<file path="src/rtl/wb_stage_param_pkg.sv">
// Purpose : shared types for the write-back stage (source select, FSM state).
// Latency : n/a (types only).
// Backpressure: n/a (types only).
package wb_pkg;

  // Write-back source select, encoding matches the wb_sel input.
  typedef enum logic [1:0] {
    WB_ALU  = 2'd0,
    WB_MEM  = 2'd1,
    WB_LINK = 2'd2,
    WB_IMM  = 2'd3
  } wb_sel_e;

  // IDLE accepts new work; WAIT_MEM holds a load whose data has not arrived.
  typedef enum logic {
    ST_IDLE     = 1'b0,
    ST_WAIT_MEM = 1'b1
  } wb_state_e;

endpackage : wb_pkg

</file>
<file path="src/rtl/wb_stage_param_if.sv">
// Purpose : bundle of MEM->WB handshake, candidate sources, RF write and forwarding signals.
// Latency : n/a (wiring only).
// Backpressure: in_ready is driven by the stage (slave) and honoured by the producer (master).
// Ports (slave view): in: in_valid, wb_sel, reg_we_in, reg_rd_in, alu_result, mem_read_data,
//   link_addr, imm_data, mem_data_valid, flush; out: in_ready, rf_we/waddr/wdata,
//   fwd_valid/addr/data, retire_cnt.
interface wb_stage_param_if #(
  parameter int DATA_W = 16,
  parameter int REG_AW = 4,
  parameter int CNT_W  = 16
);
  logic              in_valid;
  logic              in_ready;
  logic [1:0]        wb_sel;
  logic              reg_we_in;
  logic [REG_AW-1:0] reg_rd_in;
  logic [DATA_W-1:0] alu_result;
  logic [DATA_W-1:0] mem_read_data;
  logic [DATA_W-1:0] link_addr;
  logic [DATA_W-1:0] imm_data;
  logic              mem_data_valid;
  logic              flush;
  logic              rf_we;
  logic [REG_AW-1:0] rf_waddr;
  logic [DATA_W-1:0] rf_wdata;
  logic              fwd_valid;
  logic [REG_AW-1:0] fwd_addr;
  logic [DATA_W-1:0] fwd_data;
  logic [CNT_W-1:0]  retire_cnt;

  // Stage side.
  modport slave (
    input  in_valid, wb_sel, reg_we_in, reg_rd_in, alu_result, mem_read_data,
           link_addr, imm_data, mem_data_valid, flush,
    output in_ready, rf_we, rf_waddr, rf_wdata, fwd_valid, fwd_addr, fwd_data, retire_cnt
  );

  // Producer / register-file side.
  modport master (
    output in_valid, wb_sel, reg_we_in, reg_rd_in, alu_result, mem_read_data,
           link_addr, imm_data, mem_data_valid, flush,
    input  in_ready, rf_we, rf_waddr, rf_wdata, fwd_valid, fwd_addr, fwd_data, retire_cnt
  );
endinterface : wb_stage_param_if

</file>
<file path="src/rtl/wb_stage_param.sv">
// Purpose : write-back stage; selects the result source and commits it to the register file.
// Latency : 1 cycle accept->rf_we; late load 1 cycle mem_data_valid->rf_we.
// Backpressure: in_ready drops while a load waits for its data; flush drops held/presented work.
// Ports: clk, rst_n (sync, active-low); wb = wb_stage_param_if.slave carrying all other signals.
module wb_stage_param #(
  parameter int DATA_W = 16,
  parameter int REG_AW = 4,
  parameter int CNT_W  = 16
) (
  input  logic            clk,
  input  logic            rst_n,
  wb_stage_param_if.slave wb
);
  import wb_pkg::*;

  wb_state_e         r_state;
  logic [REG_AW-1:0] r_hold_rd;
  logic              r_hold_we;
  logic              r_rf_we;
  logic [REG_AW-1:0] r_rf_waddr;
  logic [DATA_W-1:0] r_rf_wdata;
  logic [CNT_W-1:0]  r_retire_cnt;

  wb_sel_e           w_sel;
  logic              w_idle;
  logic              w_accept;
  logic              w_we_eff;
  logic [DATA_W-1:0] w_src;
  logic              w_fast;
  logic              w_go_wait;
  logic              w_late;
  logic              w_commit;
  logic [REG_AW-1:0] w_commit_addr;
  logic [DATA_W-1:0] w_commit_data;

  assign w_sel    = wb_sel_e'(wb.wb_sel);
  assign w_idle   = (r_state == ST_IDLE);
  assign w_accept = wb.in_valid & w_idle & ~wb.flush;
  // R0 is hard-wired zero: the instruction retires but never strobes the RF.
  assign w_we_eff = wb.reg_we_in & (wb.reg_rd_in != '0);

  always_comb begin
    w_src = wb.alu_result;
    case (w_sel)
      WB_ALU:  w_src = wb.alu_result;
      WB_MEM:  w_src = wb.mem_read_data;
      WB_LINK: w_src = wb.link_addr;
      WB_IMM:  w_src = wb.imm_data;
      default: w_src = wb.alu_result;
    endcase
  end

  // A load whose data is already valid completes like any other source.
  assign w_fast    = w_accept & ((w_sel != WB_MEM) | wb.mem_data_valid);
  assign w_go_wait = w_accept & (w_sel == WB_MEM) & ~wb.mem_data_valid;
  // Flush beats a simultaneous data return.
  assign w_late    = (r_state == ST_WAIT_MEM) & ~wb.flush & wb.mem_data_valid;

  assign w_commit      = (w_fast & w_we_eff) | (w_late & r_hold_we);
  assign w_commit_addr = w_late ? r_hold_rd : wb.reg_rd_in;
  assign w_commit_data = w_late ? wb.mem_read_data : w_src;

  always_ff @(posedge clk) begin
    if (!rst_n) begin
      r_state      <= ST_IDLE;
      r_hold_rd    <= '0;
      r_hold_we    <= 1'b0;
      r_rf_we      <= 1'b0;
      r_rf_waddr   <= '0;
      r_rf_wdata   <= '0;
      r_retire_cnt <= '0;
    end else begin
      r_rf_we <= w_commit;
      // Address/data only move on a real write so the RF port holds its last commit.
      if (w_commit) begin
        r_rf_waddr   <= w_commit_addr;
        r_rf_wdata   <= w_commit_data;
        r_retire_cnt <= r_retire_cnt + CNT_W'(1);
      end
      case (r_state)
        ST_IDLE: begin
          if (w_go_wait) begin
            r_state   <= ST_WAIT_MEM;
            r_hold_rd <= wb.reg_rd_in;
            r_hold_we <= w_we_eff;
          end
        end
        ST_WAIT_MEM: begin
          if (wb.flush | wb.mem_data_valid) begin
            r_state   <= ST_IDLE;
            r_hold_rd <= '0;
            r_hold_we <= 1'b0;
          end
        end
        default: r_state <= ST_IDLE;
      endcase
    end
  end

  assign wb.in_ready   = w_idle;
  assign wb.rf_we      = r_rf_we;
  assign wb.rf_waddr   = r_rf_waddr;
  assign wb.rf_wdata   = r_rf_wdata;
  assign wb.retire_cnt = r_retire_cnt;
  // Forwarding advertises the pending load; data is only meaningful with mem_data_valid.
  assign wb.fwd_valid  = (r_state == ST_WAIT_MEM) & r_hold_we;
  assign wb.fwd_addr   = r_hold_rd;
  assign wb.fwd_data   = wb.mem_read_data;

endmodule : wb_stage_param

</file>
<file path="src/flat_wrapper.sv">
// flat-port wrapper written by rule: the top's interface ports become plain ports
module wb_stage_param_flat import wb_pkg::*;
#(
  parameter int DATA_W = 16,
  parameter int REG_AW = 4,
  parameter int CNT_W  = 16
)
  (clk, rst_n, wb_in_valid, wb_wb_sel, wb_reg_we_in, wb_reg_rd_in, wb_alu_result, wb_mem_read_data, wb_link_addr, wb_imm_data, wb_mem_data_valid, wb_flush, wb_in_ready, wb_rf_we, wb_rf_waddr, wb_rf_wdata, wb_fwd_valid, wb_fwd_addr, wb_fwd_data, wb_retire_cnt);
  wb_stage_param_if #(.DATA_W(DATA_W), .REG_AW(REG_AW), .CNT_W(CNT_W)) wb_i ();
  input  logic clk;
  input  logic rst_n;
  input wire logic [$bits(wb_i.in_valid)-1:0] wb_in_valid;
  input wire logic [$bits(wb_i.wb_sel)-1:0] wb_wb_sel;
  input wire logic [$bits(wb_i.reg_we_in)-1:0] wb_reg_we_in;
  input wire logic [$bits(wb_i.reg_rd_in)-1:0] wb_reg_rd_in;
  input wire logic [$bits(wb_i.alu_result)-1:0] wb_alu_result;
  input wire logic [$bits(wb_i.mem_read_data)-1:0] wb_mem_read_data;
  input wire logic [$bits(wb_i.link_addr)-1:0] wb_link_addr;
  input wire logic [$bits(wb_i.imm_data)-1:0] wb_imm_data;
  input wire logic [$bits(wb_i.mem_data_valid)-1:0] wb_mem_data_valid;
  input wire logic [$bits(wb_i.flush)-1:0] wb_flush;
  output wire logic [$bits(wb_i.in_ready)-1:0] wb_in_ready;
  output wire logic [$bits(wb_i.rf_we)-1:0] wb_rf_we;
  output wire logic [$bits(wb_i.rf_waddr)-1:0] wb_rf_waddr;
  output wire logic [$bits(wb_i.rf_wdata)-1:0] wb_rf_wdata;
  output wire logic [$bits(wb_i.fwd_valid)-1:0] wb_fwd_valid;
  output wire logic [$bits(wb_i.fwd_addr)-1:0] wb_fwd_addr;
  output wire logic [$bits(wb_i.fwd_data)-1:0] wb_fwd_data;
  output wire logic [$bits(wb_i.retire_cnt)-1:0] wb_retire_cnt;
  assign wb_i.in_valid = wb_in_valid;
  assign wb_i.wb_sel = wb_wb_sel;
  assign wb_i.reg_we_in = wb_reg_we_in;
  assign wb_i.reg_rd_in = wb_reg_rd_in;
  assign wb_i.alu_result = wb_alu_result;
  assign wb_i.mem_read_data = wb_mem_read_data;
  assign wb_i.link_addr = wb_link_addr;
  assign wb_i.imm_data = wb_imm_data;
  assign wb_i.mem_data_valid = wb_mem_data_valid;
  assign wb_i.flush = wb_flush;
  assign wb_in_ready = wb_i.in_ready;
  assign wb_rf_we = wb_i.rf_we;
  assign wb_rf_waddr = wb_i.rf_waddr;
  assign wb_rf_wdata = wb_i.rf_wdata;
  assign wb_fwd_valid = wb_i.fwd_valid;
  assign wb_fwd_addr = wb_i.fwd_addr;
  assign wb_fwd_data = wb_i.fwd_data;
  assign wb_retire_cnt = wb_i.retire_cnt;
  wb_stage_param #(.DATA_W(DATA_W), .REG_AW(REG_AW), .CNT_W(CNT_W)) u_core (.clk(clk), .rst_n(rst_n), .wb(wb_i));
endmodule
</file>
<file path="config.mk">
export PLATFORM = sky130hd
export DESIGN_NAME = wb_stage_param_flat
export DESIGN_NICKNAME = d
export VERILOG_FILES = /design/src/rtl/wb_stage_param_pkg.sv /design/src/rtl/wb_stage_param_if.sv /design/src/rtl/wb_stage_param.sv /design/src/flat_wrapper.sv
export SDC_FILE = /design/constraint.sdc
export NUM_CORES = 1
export LEC_CHECK = 0
export CORE_AREA = 2 2 57 113
export CTS_CLUSTER_SIZE = 16
export DETAILED_ROUTE_END_ITERATION = 12
export DIE_AREA = 0 0 59 115
export PLACE_DENSITY = 0.84
export REMOVE_ABC_BUFFERS = 1
export SKIP_CTS_REPAIR_TIMING = 1
export SYNTH_ARGS = -nofsm -noshare
export SYNTH_HDL_FRONTEND = slang
export SYNTH_SLANG_ARGS = --single-unit
</file>
<file path="constraint.sdc">
create_clock -name clk -period 3.5 [get_ports clk]
set_input_delay 0.525 -clock clk [delete_from_list [all_inputs] [get_ports clk]]
set_output_delay 0.525 -clock clk [all_outputs]
set_load 0.02 [all_outputs]
</file>
After elaboration in Yosys (flattened, before gate mapping)
Cells that the tools add are included.
{"block": "classes", "addsub": 1, "mul": 0, "div": 0, "n_lt_le_gt_ge": 0, "eq_ne": 6, "shifts": 0, "n_mux": 12, "bitwise": 17, "n_reduce_logical": 3}
{"cell": "one-hot mux 16 bit (4 select lines)", "count": 1}
{"cell": "adder 16 x 1 -> 16 bit, second input constant", "count": 1}
{"cell": "two-way mux 16 bit", "count": 1}
{"cell": "two-way mux 4 bit", "count": 3}
{"cell": "AND 1 bit", "count": 11}
{"cell": "one-hot mux 4 bit (2 select lines)", "count": 1}
{"cell": "equality test 2 bit, second input constant", "count": 2}
{"cell": "two-way mux 1 bit", "count": 4}
{"cell": "!= test 2 bit, second input constant", "count": 2}
{"cell": "one-hot mux 1 bit (2 select lines)", "count": 2}
{"cell": "nonzero test 4 bit", "count": 1}
{"cell": "NOT 1 bit", "count": 3}
{"cell": "bitwise OR 1 bit", "count": 3}
{"cell": "equality test 2 x 1 -> 1 bit, second input constant", "count": 1}
{"cell": "logical NOT 2 bit", "count": 1}
{"cell": "!= test 2 x 1 -> 1 bit, second input constant", "count": 1}
{"cell": "AND reduction 2 bit", "count": 1}
{"block": "word_totals", "regBits": 43, "latch_bits": 0, "ramBits": 0, "romBits": 0, "input_bits": 76, "out_inout_bits": 59, "word_cells": 46, "n_memories": 0}

Longest topological paths before layout
Gate-level depths: netlist (run 1).
{"block": "logic_depth", "ltp_word": 7, "ltp_mapped": 7, "ltp_nobuf": 5}

Worst setup path after synthesis (run 1)
OpenSTA, ideal clock, no wires.
{"block": "synth_timing", "path_kind": "in2reg", "start": "input wb_wb_sel[1]", "end": "register u_core.r_rf_wdata[0], in the netlist u_core.wb.rf_wdata[0]", "setup_time_ps": 123, "t_arrival_ps": 1815, "t_required_ps": 3377, "slack_ps": 1562, "stages": 7, "n_path_buf": 3, "path_cell_list": "buf_2 > or3b_1 > a32o_1 > buf_2 > clkbuf_1 > o21ai_0 > nor2_1"}
{"block": "synth_via", "elab_chain_len": 5, "elab_cells_between_ends": 11, "cone_classes": "eq/ne (4); mux (2); bitwise (4); reduce/logical (1)"}
{"element": "start: declaration", "line_no": "flat_wrapper.sv:13", "text": "input wire logic [$bits(wb_i.wb_sel)-1:0] wb_wb_sel;"}
{"element": "!= test 2 x 1 -> 1 bit", "line_no": "wb_stage_param.sv:54", "text": "assign w_fast = w_accept & ((w_sel != WB_MEM) | wb.mem_data_valid);"}
{"element": "bitwise OR 1 bit", "line_no": "wb_stage_param.sv:54"}
{"element": "AND 1 bit", "line_no": "wb_stage_param.sv:54"}
{"element": "AND 1 bit", "line_no": "wb_stage_param.sv:59", "text": "assign w_commit = (w_fast & w_we_eff) | (w_late & r_hold_we);"}
{"element": "bitwise OR 1 bit", "line_no": "wb_stage_param.sv:59"}
{"element": "end signal: assignment", "line_no": "wb_stage_param.sv:77", "text": "r_rf_wdata <= w_commit_data;"}
{"element": "end: declaration", "line_no": "wb_stage_param.sv:21", "text": "logic [DATA_W-1:0] r_rf_wdata;"}
Parallel ways exist; a longest one is shown, timed or not.
A chain may end at the register's enable or synchronous reset.

Final worst setup path (run 1)
{"block": "layout_timing", "start": "input wb_flush", "end": "register u_core.r_rf_waddr[1], in the netlist u_core.wb.rf_waddr[1]"}
{"block": "layout_via", "elab_chain_len": 5, "elab_cells_between_ends": 9, "cone_classes": "mux (1); bitwise (8)"}
{"element": "start: declaration", "line_no": "flat_wrapper.sv:21", "text": "input wire logic [$bits(wb_i.flush)-1:0] wb_flush;"}
{"element": "NOT 1 bit *", "line_no": "wb_stage_param.sv:38, wb_stage_param.sv:57"}
{"element": "AND 1 bit (on tied branches)", "line_no": "wb_stage_param.sv:38, wb_stage_param.sv:57"}
{"element": "AND 1 bit (on tied branches)", "line_no": "wb_stage_param.sv:54, wb_stage_param.sv:57"}
{"element": "AND 1 bit", "line_no": "wb_stage_param.sv:59"}
{"element": "bitwise OR 1 bit", "line_no": "wb_stage_param.sv:59"}
{"element": "end signal: assignment", "line_no": "wb_stage_param.sv:76", "text": "r_rf_waddr <= w_commit_addr;"}
{"element": "end: declaration", "line_no": "wb_stage_param.sv:20", "text": "logic [REG_AW-1:0] r_rf_waddr;"}
Every way passes the cells marked *; elsewhere a longest branch is shown, timed or not.

==> run summary, run 1 <==
The flow ran to the end, and the final reports show no timing, DRC or antenna violations. In this run the worst setup path begins at wb_flush. Leaving out fill and tap cells, the most frequent cell in the layout is sky130_fd_sc_hd__clkdlybuf4s50_1.

The width of the die came out at 59 um. The final period utilization is 70.5%. The detailed-route vias per instance is roughly 5.7.

The area of all sequential standard cells came out at 861 sq um. The share of power burned in the clock network is 40.8%. The maximum number of pins on one net before global-route repair is 30.

For the worst setup path, the data required time is 3680 ps. In the final routed layout, each cell accounts on average for 15.8 um. The sequential fraction of the synthesis area is a little over a third. The total number of vias came out at 2,626. In this run, the combinational gates consume 20.3% of the power. The number of nets in the layout is 471. The data arrival time of the critical path came out at 2650 ps. The number of enable flip-flop cells after synthesis came out at 0. Dividing total power by cell area gives a power density of about 340 mW/mm^2. The worst clock skew on the final layout is 5.32 ps. The total power is approximately 0.0013 W. The number of pins exceeding their max-slew limit in the final report came out at 0.

The final wirelength came out at 7.25 mm. The upper clock frequency limit is 405 MHz. The type of the setup path with the least slack is input pin to flip-flop. The logic depth of the worst register-to-register path came out at 5.

The register-to-register path setup slack came out at between 1000 and 1500 ps. 0 antenna diodes ended up in the layout. The min-delay analysis places its worst path in the category flip-flop to flip-flop.

The final setup violation count is 0. Max-cap violations in this run came to 0. The first-iteration detailed-routing DRC count came out at around 100. The headroom to the max-slew limit came out at 36.4%.

The final number of hold-violating endpoints was 0. The clock edge transition at the registers on the reported setup and hold paths came out at 60 ps. The fraction of final layout cells sized beyond drive strength 1 is 7.85%. The post-synthesis cell type count came out at 46. The number of antenna violations at the first check in global routing is 0.

The row count is 40. The number of global-route vias before repair came to 2,691. Counting the buffers created by CTS gives 5.

The start point of the worst hold path is u_core.wb.retire_cnt[15]. The root buffer cell is sky130_fd_sc_hd__clkbuf_16. The die height is 115 um. Grouping stages by cell kind, the critical path spends the most delay in compound AO/OA/AOI/OAI gates.

After legalization and detailed placement, the total HPWL measured 5.44 mm. Sequential cells account for 38.9% of the total power. The core region is 0.00591 sq mm. Counting flops and latches in the post-synthesis netlist gives 43.

The CTS H-tree depth is 2. The top-level port count is 135. Adding up every negative setup slack in the final design gives 0 ps. The multi-input combinational cells in the finished layout cover a total of 0.00131 sq mm.

The first-pass GRT wire length is 12.0 mm. The total global routing track utilization is 22.2%. The startpoint identified for the worst register-to-register timing path is u_core.r_state.

Once the floorplan was initialized, standard cells occupied 41.0% of the core. The design internal power came out at between 0.001 and 0.0015 W. The most used flip-flop cell after synthesis is sky130_fd_sc_hd__dfxtp_1. For the pin with the worst max-slew slack, the measured transition is 951 ps. The synthesis warning total came out at 0. The worst setup path is captured at a flip-flop. The top cell types in the final layout, fill and taps aside, are sky130_fd_sc_hd__clkdlybuf4s50_1, sky130_fd_sc_hd__dfxtp_1, sky130_fd_sc_hd__nor2_1. The die area is ~0.0068 sq mm. The maximum resistive drop on vdd came out at 0.248 mV. The number of buffer and inverter instances along the worst setup path is 2.

The signal on the critical path passes through clkdlybuf4s50_1, and3b_1, a32o_1, buf_4, nor2_1, a311oi_1. The minimum clock period came out at 2470 ps. The clock sink total is between 40 and 50. The last element of the critical path is u_core.wb.rf_waddr[1]. The final cell utilization of the core is 64.8%. Counting every instance in the synthesized netlist gives 284.

The leakage power total came out at 1.36 nW. The post-route antenna net violation count is 0. The net switching power is 0.000304 W. The mapped netlist covers 0.00242 sq mm. For this run, asynchronously set or reset flops after synthesis account for 0%. The synthesis-to-finish area growth is 58.1%. The number of gates on the worst path with buffers counted is 6. The delay of the slowest cell on the worst path is 540 ps. For this design, the slowest cell found on the critical path is sky130_fd_sc_hd__and3b_1. TritonCTS built the clock tree. The routability congestion estimate is slightly below 0.8. After filler insertion, the fill cell instance count of the layout stands at around 500.

The post-synthesis average cell area is 8.52 sq um. The port buffer count is between 100 and 150. The insertion delay to the later sink of the worst-skew pair came out at 280 ps. The minimum setup slack in the final design is 1030 ps.

The switching power as a share of total power is 23.1%. The largest fanout on the critical path came out at 15. STA classifies the critical path startpoint as an input pin.

The length of the first detailed-routing pass in iterations is 4. The endpoint identified for the worst register-to-register timing path is u_core.wb.rf_waddr[1]. The maximum clock path buffer count came out at 2.

Setup repair after global routing left no endpoint under its margin. The total global routing overflow came out at 0. The placement-stage worst setup slack came out at 782 ps. The total DRC errors in the routed layout came out at 0.
worst reg2reg max path: stages (launching register included):
cell and delay, ps:
sky130_fd_sc_hd__dfxtp_1 450, sky130_fd_sc_hd__and3b_1 500, sky130_fd_sc_hd__a32o_1 530, sky130_fd_sc_hd__buf_4 280, sky130_fd_sc_hd__nor2_1 60, sky130_fd_sc_hd__a311oi_1 240
through the flow:
stage	std cells	cell area, sq um	hold slack, ps
2_1_floorplan	246	2180	538
3_3_place_gp	450	3650	461
3_5_place_dp	450	3650	478
4_1_cts	458	3830	486
5_1_grt	458	3830	496
6_report	458	3830	479
power groups by stage:
| stage | Sequential (W) | Combinational (W) | Clock (W) |
|---|---|---|---|
| 6_report | 0.000512 | 0.000267 | 0.000537 |
| 5_1_grt | 0.000513 | 0.000286 | 0.000567 |
| 4_1_cts | 0.000512 | 0.000268 | 0.000548 |
| 3_5_place_dp | 0.000522 | 0.000266 | 0 |
| 3_3_place_gp | 0.000522 | 0.000262 | 0 |
| 2_1_floorplan | 0.000537 | 0.0000702 | 0 |
registers in the layout, indices dropped and copies added, names as in the netlist:
register / cells
u_core.wb.rf_waddr: 4
u_core.wb.retire_cnt: 16
u_core.wb.rf_wdata: 16
u_core.r_hold_we: 1
u_core.wb.fwd_addr: 4
u_core.r_state: 1
u_core.wb.rf_we: 1
cell type report:
| type | count | area share, % |
|---|---|---|
| flip-flops and latches | 43 | 22.5 |
| well taps | 63 | 2.06 |
| repair buffers | 141 | 36.4 |
| clock buffers | 6 | 3.63 |
| inverters | 4 | 0.392 |
| clock inverters | 2 | 0.915 |
| multi-input cells | 199 | 34.1 |
worst min-delay path by stage:
stage / to / slack, ps / cells past startpoint
final: u_core.wb.retire_cnt[15] / 480 / 2
after CTS: u_core.wb.retire_cnt[15] / 490 / 2
after global placement: u_core.wb.retire_cnt[15] / 460 / 2
after global routing: u_core.wb.retire_cnt[15] / 500 / 2
after floorplan: u_core.wb.retire_cnt[15] / 540 / 2
after detailed placement: u_core.wb.retire_cnt[15] / 480 / 2
metal layers:
metal / share of wire (%) / wire, um / up-vias / track usage [%]
li1: - / - / 1268 / -
met1: 37 / 2710 / 1182 / 24.8
met2: 49 / 3520 / 157 / 37.0
met3: 11 / 769 / 19 / 7.31
met4: 3.4 / 245 / 0 / 10.8
met5: 0 / 0 / - / 0
synth_stat cells, types with 2 or more instances:
cell / n / area [sq um]
sky130_fd_sc_hd__a22o_1: 13 / 114
sky130_fd_sc_hd__mux2_2: 13 / 146
sky130_fd_sc_hd__a21oi_1: 19 / 95.1
sky130_fd_sc_hd__a211oi_1: 3 / 22.5
sky130_fd_sc_hd__o21ai_1: 2 / 10.0
sky130_fd_sc_hd__nand4_1: 2 / 12.5
sky130_fd_sc_hd__and4_1: 2 / 17.5
sky130_fd_sc_hd__buf_4: 16 / 120
sky130_fd_sc_hd__nand3_1: 6 / 30.0
sky130_fd_sc_hd__and2_1: 2 / 12.5
sky130_fd_sc_hd__or3_1: 8 / 50.1
sky130_fd_sc_hd__nor3b_1: 3 / 22.5
sky130_fd_sc_hd__a221oi_1: 13 / 114
sky130_fd_sc_hd__o21ai_0: 23 / 115
sky130_fd_sc_hd__dfxtp_1: 43 / 861
sky130_fd_sc_hd__nand2_1: 19 / 71.3
sky130_fd_sc_hd__clkbuf_1: 12 / 45.0
sky130_fd_sc_hd__a22oi_1: 5 / 37.5
sky130_fd_sc_hd__o22ai_1: 3 / 18.8
sky130_fd_sc_hd__a311oi_1: 4 / 35.0
sky130_fd_sc_hd__or4_1: 5 / 37.5
sky130_fd_sc_hd__buf_6: 4 / 45.0
sky130_fd_sc_hd__nor2_1: 27 / 101
sky130_fd_sc_hd__buf_2: 4 / 20.0
sky130_fd_sc_hd__o31ai_1: 5 / 37.5
sky130_fd_sc_hd__mux2i_1: 2 / 20.0
sky130_fd_sc_hd__nor2b_1: 3 / 18.8
sky130_fd_sc_hd__nand2b_1: 2 / 12.5
sky130_fd_sc_hd__inv_1: 4 / 15.0
kinds of logic after synthesis:
family,synth area share [%]
AOI/OAI and AO/OA,27.5
and+or+nand+nor,18.7
DFF,35.6
buffers and inverters,10.5
muxes,6.87
xor gates and xnor gates,0.362
adders and majority gates,0.517
Power figures use the tool's default switching activity.
==> run 2: changes to the inputs <==
--- a/config.mk
+++ b/config.mk
@@ -5,11 +5,11 @@
 export SDC_FILE = /design/constraint.sdc
 export NUM_CORES = 1
 export LEC_CHECK = 0
-export CORE_AREA = 2 2 57 113
+export CORE_AREA = 2 2 62 123
 export CTS_CLUSTER_SIZE = 16
 export DETAILED_ROUTE_END_ITERATION = 12
-export DIE_AREA = 0 0 59 115
-export PLACE_DENSITY = 0.84
+export DIE_AREA = 0 0 64 125
+export PLACE_DENSITY = 0.75
 export REMOVE_ABC_BUFFERS = 1
 export SKIP_CTS_REPAIR_TIMING = 1
 export SYNTH_ARGS = -nofsm -noshare
==> constraint.sdc (replaced) <==
create_clock -name clk -period 2 [get_ports clk]
set_input_delay 0.3 -clock clk [delete_from_list [all_inputs] [get_ports clk]]
set_output_delay 0.3 -clock clk [all_outputs]
set_load 0.02 [all_outputs]
==> run 2 against run 1 <==
Against the previous run: routed wire length increased by 0.59%; clock-buffer cell count is the same; global-route usage down 2.9 points; register-to-register slack got worse by 1100 ps; clock skew fell by 1.6 ps; die area is 18% higher; sequential cell count did not move; total power is 66% higher; non-clock buffer count up 15; critical endpoint is now wb_fwd_valid.
==> run summary, run 2 (synthesis results as in run 1) <==
The run finished with clean final reports. The data arrival time of the critical path is 1560 ps. For this configuration, the core starts out at a cell density of 34.1%. The final critical path takes up between 90% and 100% of the cycle. The startpoint of the most critical setup path is u_core.r_state. Traced cell by cell, the critical path runs through buf_4, and2_1, clkdlybuf4s50_1. The worst clock skew on the final layout came out at roughly 3.7 ps.

For this run, design rule violations remaining after detail routing come to 0. The cell at the slowest stage of the critical path is sky130_fd_sc_hd__clkdlybuf4s50_1. The worst setup path is launched from a flip-flop. The length of the first detailed-routing pass in iterations is 4. The total global routing track utilization came out at 19.3%. The area of all sequential standard cells came out at between 800 and 900 sq um.

The minimum hold slack came out at 478 ps. The wire length on met2 is 3.45 mm. The port buffer count came out at 134. Setup repair after global routing left no endpoint under its margin.

The number of antenna violations at the first check in global routing is 0. After detailed routing, the average wire length per cell comes to 14.5 um. The last element of the critical path is wb_fwd_valid.

The final setup violation count came out at 0. The detailed router placed 2,627 vias in this run. The post-route antenna net violation count is 0. The minimum setup slack in the final design came out at 144 ps.

The die area is 0.00800 sq mm. The logic depth of the worst register-to-register path came out at 4. The number of filler instances in the final layout came out at between 600 and 700. Across the VDD grid, the largest voltage drop is roughly 0.33 mV. Leaving out fill and tap cells, the most frequent cell in the layout is sky130_fd_sc_hd__clkdlybuf4s50_1.

The worst path required time came out at approximately 1700 ps. The final wirelength is ~7.3 mm. The total overflow left after global routing is 0. Leaving out fill and tap cells, the most frequent cells in the layout are sky130_fd_sc_hd__clkdlybuf4s50_1, sky130_fd_sc_hd__dfxtp_1, sky130_fd_sc_hd__nor2_1. From synthesis to final layout, the design area changed by 64.5%.

The detailed-route vias per instance came out at between 5 and 6. The number of nets in the layout came out at between 400 and 500. The clock edge transition at the registers on the reported setup and hold paths came out at 60 ps. The final number of hold-violating endpoints came out at 0.

After the first detailed-routing iteration, the DRC count stood at 188. Max-cap violations in this run came to 0. The CTS H-tree depth is 2.

The headroom to the max-slew limit is 50.9%. The core region is 0.00710 sq mm. TritonCTS built the clock tree. The number of global-route vias before repair is about 2,700. The path class of the lowest-slack min-delay path is flip-flop to flip-flop. At the pin with the least slew margin, the transition time is 736 ps. The row count came out at 44. The capturing point of the worst reg2reg path is u_core.wb.retire_cnt[9]. CTS placed an instance of sky130_fd_sc_hd__clkbuf_16 at the clock tree root. The startpoint identified for the worst register-to-register timing path is u_core.wb.retire_cnt[0].

By startpoint and endpoint, the worst setup path is classified as flip-flop to output pin. Subtracting the final worst setup slack from the clock period gives 1860 ps. The endpoint type of the worst setup path is an output pin. The floorplan step set the die height to between 100 and 150 um. The clock sink total came out at 43. Routability-driven placement finished with a final weighted congestion of 0.792.

The register-to-register path setup slack is ~250 ps. The total half-perimeter wirelength after legalization and detailed placement came out at between 5 and 6 mm. At the end of the flow the core is filled with cells to 56.1%. The power density over cell area came out at around 550 mW/mm^2.

The insertion delay to the later sink of the worst-skew pair is 280 ps. The delay of the slowest cell on the worst path came out at roughly 600 ps. The count of antenna diodes in the layout came out at 0. The top-level port count is 135. The largest fanout on the critical path came out at 5.

The routed wire length on met3 came out at between 600 and 700 um. The placement-stage worst setup slack is -156 ps. Counting along the longest clock path gives a buffer depth of 2. The number of pins exceeding their max-slew limit in the final report came out at 0. The leakage power total is 1.43 nW. The upper clock frequency limit came out at between 500 and 600 MHz.

The number of buffers created by CTS is 5. The total routed wire length on the met1 layer came out at 3.06 mm. In the final layout, the multi-input gates occupy 0.00131 sq mm. The width of the die came out at 64 um.

The first-pass GRT wire length came out at 12.5 mm. Signal routing reaches up to met4. The fraction of final layout cells sized beyond drive strength 1 is between 10% and 20%. The maximum number of pins on one net before global-route repair came out at 29.
-- run 2: worst min path at each step --
| stage | depth (start not counted) | end | startpoint | slack, ps |
|---|---|---|---|---|
| 2_1_floorplan | 2 | u_core.wb.rf_wdata[0] | rst_n | 440 |
| 3_3_place_gp | 2 | u_core.wb.retire_cnt[15] | u_core.wb.retire_cnt[15] | 450 |
| 3_5_place_dp | 2 | u_core.wb.retire_cnt[15] | u_core.wb.retire_cnt[15] | 470 |
| 4_1_cts | 2 | u_core.wb.retire_cnt[15] | u_core.wb.retire_cnt[15] | 480 |
| 5_1_grt | 2 | u_core.wb.rf_waddr[1] | u_core.wb.fwd_addr[1] | 520 |
| 6_report | 2 | u_core.wb.retire_cnt[15] | u_core.wb.retire_cnt[15] | 480 |
-- run 2: area by class of cell --
class | count | share of cell area, %
Sequential cell | 43 | 21.6
Clock buffer | 6 | 3.24
Timing Repair Buffer | 156 | 38.8
Clock inverter | 2 | 0.314
Tap cell | 92 | 2.89
Multi-Input combinational cell | 199 | 32.8
Inverter | 4 | 0.377
-- run 2: where the power goes --
| part | total [W] | internal, W | switching, W |
|---|---|---|---|
| Combinational | 0.000491 | 0.000291 | 0.000200 |
| Clock | 0.000795 | 0.000461 | 0.000334 |
| Sequential | 0.000894 | 0.000880 | 0.0000135 |
| Total | 0.00218 | 0.00163 | 0.000547 |
-- run 2: per-layer routing --
metal | vias up | track usage [%]
li1 | 1297 | -
met1 | 1185 | 23.2
met2 | 136 | 31.5
met3 | 9 | 6.12
met4 | 0 | 7.80
met5 | - | 0
-- run 2: worst max-delay path, delay by kind of cell (launching register included) --
| family | cells | cell delay, ps |
|---|---|---|
| flip-flops | 1 | 390 |
| AND/OR/NAND/NOR | 1 | 120 |
| buffers and inverters | 2 | 760 |
-- run 2: through the flow --
step	setup TNS, ps	area (sq um)	power, W	std cells
floorplan	0	2180	0.00106	246
detailed placement	-2670	3840	0.00140	494
global route	0	3980	0.00228	502
CTS	0	3980	0.00220	502
global placement	-2250	3840	0.00140	494
finish	0	3980	0.00218	502
